### src/rtl/ripple_count_sampler.sv
// rtl/ripple_count_sampler.sv - samples a 4-bit ripple count, filters transients, accumulates deltas over a window
module ripple_count_sampler #(
    parameter bit DOWN       = 1'b0,
    parameter int STABLE_CYC = 2,
    parameter int WIN_CYC    = 1000,
    parameter int TOT_W      = 16
) (
    input  logic             clk,
    input  logic             res_n,
    input  logic [3:0]       cnt_in,
    input  logic             start,
    input  logic             abort,
    output logic [TOT_W-1:0] total,
    output logic             delta_valid,
    output logic             busy,
    output logic             done,
    output logic             ovf
);
    localparam int               WIN_W    = (WIN_CYC > 1) ? $clog2(WIN_CYC) : 1;
    localparam logic [3:0]       STAB_MAX = 4'(STABLE_CYC);
    localparam logic [WIN_W-1:0] WIN_LAST = WIN_W'(WIN_CYC - 1);

    typedef enum logic [1:0] {S_IDLE, S_ARM, S_MEAS, S_DONE} state_t;

    state_t           state_q, state_d;
    logic [3:0]       s1, s2, last, stab_cnt, delta;
    logic             acc_seen, changing, stable, acc;
    logic             start_ok, arm_load, meas_step, win_end;
    logic [WIN_W-1:0] win;
    logic [TOT_W:0]   sum;

    // s1 != s2 means s2 takes a new value at the coming edge
    assign changing = (s1 != s2);
    assign stable   = (stab_cnt == STAB_MAX);
    assign acc      = stable && !acc_seen;
    assign delta    = DOWN ? (last - s2) : (s2 - last);
    assign sum      = {1'b0, total} + (TOT_W+1)'(delta);
    assign win_end  = (win == WIN_LAST);
    assign busy     = (state_q == S_ARM) || (state_q == S_MEAS);

    always_comb begin
        state_d   = state_q;
        start_ok  = 1'b0;
        arm_load  = 1'b0;
        meas_step = 1'b0;
        case (state_q)
            S_IDLE, S_DONE: begin
                if (abort) begin
                    state_d = S_IDLE;
                end else if (start) begin
                    state_d  = S_ARM;
                    start_ok = 1'b1;
                end
            end
            S_ARM: begin
                if (abort) begin
                    state_d = S_IDLE;
                end else if (stable) begin
                    // an already-settled value serves as the reference
                    state_d  = S_MEAS;
                    arm_load = 1'b1;
                end
            end
            S_MEAS: begin
                if (abort) begin
                    state_d = S_IDLE;
                end else begin
                    meas_step = 1'b1;
                    if (win_end) begin
                        state_d = S_DONE;
                    end
                end
            end
            default: state_d = S_IDLE;
        endcase
    end

    always_ff @(posedge clk) begin
        if (!res_n) begin
            state_q     <= S_IDLE;
            s1          <= 4'd0;
            s2          <= 4'd0;
            stab_cnt    <= 4'd0;
            acc_seen    <= 1'b0;
            last        <= 4'd0;
            win         <= '0;
            total       <= '0;
            delta_valid <= 1'b0;
            done        <= 1'b0;
            ovf         <= 1'b0;
        end else begin
            state_q     <= state_d;
            s1          <= cnt_in;
            s2          <= s1;
            delta_valid <= 1'b0;
            done        <= 1'b0;

            if (changing) begin
                stab_cnt <= 4'd1;
                acc_seen <= 1'b0;
            end else begin
                if (stab_cnt != STAB_MAX) begin
                    stab_cnt <= stab_cnt + 4'd1;
                end
                if (stable) begin
                    acc_seen <= 1'b1;
                end
            end

            if (start_ok) begin
                total <= '0;
                ovf   <= 1'b0;
                win   <= '0;
            end

            if (arm_load) begin
                last <= s2;
            end

            if (meas_step) begin
                win <= win + WIN_W'(1);
                if (acc) begin
                    last <= s2;
                    if (delta != 4'd0) begin
                        delta_valid <= 1'b1;
                        if (sum[TOT_W]) begin
                            total <= '1;
                            ovf   <= 1'b1;
                        end else begin
                            total <= sum[TOT_W-1:0];
                        end
                    end
                end
                if (win_end) begin
                    done <= 1'b1;
                end
            end
        end
    end
endmodule

### config.mk
export PLATFORM = sky130hd
export DESIGN_NAME = ripple_count_sampler
export DESIGN_NICKNAME = d
export VERILOG_FILES = /design/src/rtl/ripple_count_sampler.sv
export SDC_FILE = /design/constraint.sdc
export NUM_CORES = 1
export LEC_CHECK = 0
export ABC_AREA = 1
export BUFFER_PORTS_ARGS = -buffer_cell sky130_fd_sc_hd__buf_4
export CAP_MARGIN = 20
export CORE_UTILIZATION = 53
export DETAILED_ROUTE_END_ITERATION = 12
export PLACE_DENSITY = 0.76
export SYNTH_ARGS = -nofsm -noshare
export SYNTH_HDL_FRONTEND = slang
export SYNTH_SLANG_ARGS = --single-unit
### constraint.sdc
create_clock -name clk -period 2.4 [get_ports clk]
set_input_delay 0.24 -clock clk [delete_from_list [all_inputs] [get_ports clk]]
set_output_delay 0.24 -clock clk [all_outputs]
set_load 0.02 [all_outputs]
After elaboration in Yosys (flattened, before gate mapping)
Cells that the tools add are included.
{ "classes": {"addsub": 4, "eq_ne": 10, "muxes": 34, "n_bitwise": 1, "reduce_logical": 12} }
{ "op_table": {"columns": ["cell", "count"], "rows": [
  ["$mux 16", 5],
  ["$mux 10", 2],
  ["$add 16x4->17", 1],
  ["$mux 1", 17],
  ["$mux 2", 6],
  ["$mux 4", 3],
  ["$add 10x1->10 const B", 1],
  ["$eq 10x10->1 const B", 1],
  ["$ne 3x3->1 const B", 3],
  ["$pmux 2 s3", 1],
  ["$reduce_and 3->1", 2],
  ["$add 4x1->4 const B", 1],
  ["$eq 2x2->1 const B", 2],
  ["$eq 4x2->1 const B", 1],
  ["$ne 4x2->1 const B", 1],
  ["$ne 4x4->1", 1],
  ["$reduce_bool 2->1", 2],
  ["$reduce_bool 4->1", 1],
  ["$reduce_or 2->1", 2],
  ["$sub 4x4->4", 1],
  ["$eq 2x1->1 const B", 1],
  ["$logic_not 2->1", 1],
  ["$reduce_and 2->1", 1],
  ["$logic_and 1x1->1", 1],
  ["other kinds (3)", 3]
]} }
{ "totals": {"reg_bits": 48, "inputBits": 8} }

Depth between registers and ports, before layout
{ "depth": {"word_depth": 8, "ltp_mapped": 18} }

Least setup slack after synthesis
Ideal clock, no wire load.
{ "synth_timing": {"kind": "reg2reg", "start": "register s2[0]", "end": "register total[8]", "setup_ns": 0.064, "t_arrival_ns": 2.211, "required_ns": 2.336, "setup_slack_ns": 0.125, "stages_incl_launch_ff": 14, "path_cell_list": "dfxtp_1 > inv_1 > ha_1 > inv_1 > fa_1 > inv_1 > fa_1 > inv_1 > nand3_1 > nand2_1 > nand4_4 > nand3_4 > nor2_1 > nor2_1"} }
{ "synth_between": {"elab_chain_len": 6} }
{ "synth_rtl": {"columns": ["item", "line", "source"], "rows": [
  ["start: declaration", "26", "logic [3:0] s1, s2, last, stab_cnt, delta;"],
  ["start signal: assignment", "82", "s2 <= 4'd0;"],
  ["start signal: assignment", "94", "s2 <= s1;"],
  ["$sub 4x4->4 *", "36", "assign delta = DOWN ? (last - s2) : (s2 - last);"],
  ["$add 16x4->17", "37", "assign sum = {1'b0, total} + (TOT_W+1)'(delta);"],
  ["$mux 16", "126", "if (sum[TOT_W]) begin"],
  ["$mux 16 *", "124", "if (delta != 4'd0) begin"],
  ["$mux 16 *", "122", "if (acc) begin"],
  ["$mux 16 *", "120", "if (meas_step) begin"],
  ["end signal: assignment", "130", "total <= sum[TOT_W-1:0];"],
  ["end: declaration", "13", "output logic [TOT_W-1:0] total,"]
]} }
Mark *: on every way between the ends. The rest lies on a longest branch, timed or not.
A chain may end at the register's enable or synchronous reset.

Worst setup path in the final report
{ "layout_timing": {"start": "register s2[0]", "end": "register total[6]"} }
The elaborated chain is that of the path after synthesis.

==> results.md <==
* Status: finished clean
* I/O Buffers at 27
* Dpl hpwl at 4489 um
* Synth Cell Area at 2831 um^2
* Slew HR at 68.65%
* Synth unique cells at 29
* 1st-iter DRT viols at 178
* Antenna-violating nets left at 0
* Critical Path AT at 2.58 ns
* Vias in the first global route at 2518
* Flops & latches, synth at 48
* Sequential area share after synthesis at 33.94%
* FILL cells at 439
* Syn Nets at 450
* Setup CP Type: register to register
* Synth top area cells: dfxtp_1 34%, nand2_1 14%, inv_1 9.8%, nor2_1 8.6%, nand3_1 6.0%
* H-tree levels at 2
* CTS sink cnt at 48
* CP startpoint kind: register
* Vias per cell at 5.142
* DIE HEIGHT at 75.09 um
* Worst slew pin tran at 0.4667 ns
* CTS buffer count at 5
* Static Leak at 1.679 nW
* # diodes at 0
* # DRC at 0
* Top-area cell type share of the netlist area at 33.94%
* Clock Pin Slew Worst Setup and Hold Paths at 0.10 ns
* Root Buffer: clkbuf_8
* Syn_area_per_cell at 6.616 um^2
* Largest net degree at the start of global routing at 26
* Yosys warns at 0
* Die width at 75.09 um
* GR Util All Layers at 24.38%
* Max VDD drop at 417.1 uV
* Hold Crit Class: input port to register
* RSZ-0062 raised after global routing: true
* Critical path required time at 2.62 ns
* Std-Cell Rows at 26
* Initial core utilization at 55.09%
* GRT Residual Overflow at 0
* DR vias at 2782
* CTS tree: built
* Final Max Tran Viols at 0
* PD cells at 455.2 nW/um^2
* Fmax at 424.9 MHz
* Synth area leader: dfxtp_1
* Share of layout cells above drive strength 1 at 20.59%
* Setup Viol. Count Final at 0
* Wire per inst at 12.50 um
* Nets at 492
* DRT Wirelength at 6764 um
* Cell count after synthesis at 428
* Hold Violations, Final at 0
* MaxCap Viol Count at 0
* Total power at 1.593 mW
* GP Congestion at 0.9206
* Layout overhead on the synthesized area at 23.64%
* Crit end category: register
* Final period demand of the worst path at 2.353 ns
* CP Max Fanout at 5
* Io pins at 28
* Hold WS at 0.1003 ns
* Skew final at 0.009196 ns
* Final Cycle Share at 98.06%
* Worst-Skew Late Latency at 0.31 ns
* Worst-case clock buffer depth at 2
* Initial antenna violation count at 0
* Drt pass-1 iters at 6
* Die ar. at 5639 um^2
* Setup TNS at 0 ns
* Global-route wire length before repair at 10520 um
* Core ar. at 5140 um^2
## layout by cell type (no fill, tap or decap), drive strengths merged
| cell type | synthesis | final |
|---|---|---|
| a31oi | 1 | 1 |
| or2 | 1 | 1 |
| fa | 2 | 2 |
| xor2 | 9 | 9 |
| dfxtp | 48 | 48 |
| a221oi | 1 | 1 |
| nand3b | 1 | 1 |
| nand3 | 36 | 37 |
| inv | 76 | 77 |
| a21oi | 18 | 18 |
| clkbuf | 3 | 5 |
| nor3 | 11 | 11 |
| clkinvlp | 0 | 1 |
| bufinv | 0 | 1 |
| buf | 2 | 39 |
| o211ai | 1 | 1 |
| nand2 | 107 | 107 |
| o21ai | 21 | 21 |
| nand4 | 11 | 11 |
| ha | 12 | 12 |
| nor2 | 67 | 67 |
## worst max-delay path: stages, from the launching register on
cell	delay [ns]
dfxtp_2	0.34
inv_2	0.05
ha_4	0.11
inv_2	0.04
fa_2	0.36
xor2_2	0.18
ha_4	0.31
nand2_1	0.06
inv_1	0.13
nand2_2	0.08
nand2_2	0.15
nand3_4	0.12
nand2_2	0.10
nand4_1	0.10
nand2_1	0.09
inv_1	0.04
## stage by stage
stage	setup WS, ns	cell area [um^2]	utilization (%)	instances
floorplan	0.1250	2831	-	428
global placement	0.02320	3147	61.22	527
detailed placement	-0.06643	3147	61.22	527
CTS	0.001442	3314	64.48	537
global route	-0.04906	3501	68.11	541
finish	0.04662	3501	68.11	541
## power breakdown
| part | internal [mW] | switching (mW) | total [mW] | leakage [nW] |
|---|---|---|---|---|
| Combinational | 0.0629 | 0.0979 | 0.161 | 1.23 |
| Sequential | 0.808 | 0.0101 | 0.818 | 0.391 |
| Clock | 0.314 | 0.300 | 0.614 | 0.0548 |
## registers in the layout, summed over array words and instances, names as in the netlist
register     flops
total           16
win             10
last             4
s1               4
s2               4
stab_cnt         4
state_q          2
acc_seen         1
delta_valid      1
done             1
ovf              1
## cell type report
| type | instances | area, um^2 | share of cell area, % |
|---|---|---|---|
| clock inverter | 3 | 46.29 | 1.322 |
| inverter | 76 | 287.8 | 8.220 |
| sequential | 48 | 965.9 | 27.59 |
| multi-input combinational | 300 | 1739 | 49.68 |
| timing repair buffer | 39 | 305.3 | 8.721 |
| tap | 70 | 87.58 | 2.502 |
| clock buffer | 5 | 68.82 | 1.966 |
## routing by layer
metal	share of wire, %	track usage (%)
met1	44	29.01
met2	47	42.44
met5	0	0
met4	4.1	12.79
met3	5.3	3.614
## cells in the mapped netlist
cell	count
dfxtp_1	48
nand2_2	2
clkbuf_1	3
inv_2	1
inv_1	74
buf_2	1
nor3_4	2
nand3b_1	1
nand4_1	10
nand2_4	2
ha_1	12
nand2_1	103
xor2_1	9
inv_4	1
o21ai_1	1
a31oi_1	1
nand4_4	1
o211ai_1	1
nor3_1	9
a21oi_1	18
buf_6	1
a221oi_1	1
nor2_4	2
nand3_1	34
nor2_1	65
o21ai_0	20
nand3_4	2
or2_2	1
fa_1	2
## worst paths after layout
check             from        to  slack [ns]  depth (start not counted)
max              s2[0]  total[6]        0.05                         15
min reg2reg      s1[0]     s2[0]        0.44                          2
max reg2reg      s2[0]  total[6]        0.05                         15
min          cnt_in[1]     s1[1]        0.10                          3
## cell families after synthesis
kind of cell               count (synthesis)  synth area share, %
xor gates and xnor gates                   9                2.784
adders and majority gates                 14                6.717
and+or+nand+nor                          234                37.74
AOI/OAI and AO/OA                         42                7.689
DFF                                       48                33.94
buffers and inverters                     81                11.14
## what timing repair did
action                                  in CTS  in global routing
cloned                                       1                  0
endpoints found under the hold margin        0                  0
gates resized for setup                      8                 35
endpoints found under the setup margin      13                 17
pin swaps                                    3                 14
hold buffers                                 0                  0
buffers inserted                             1                  4
No activity file was read; power rests on OpenSTA's default activity.
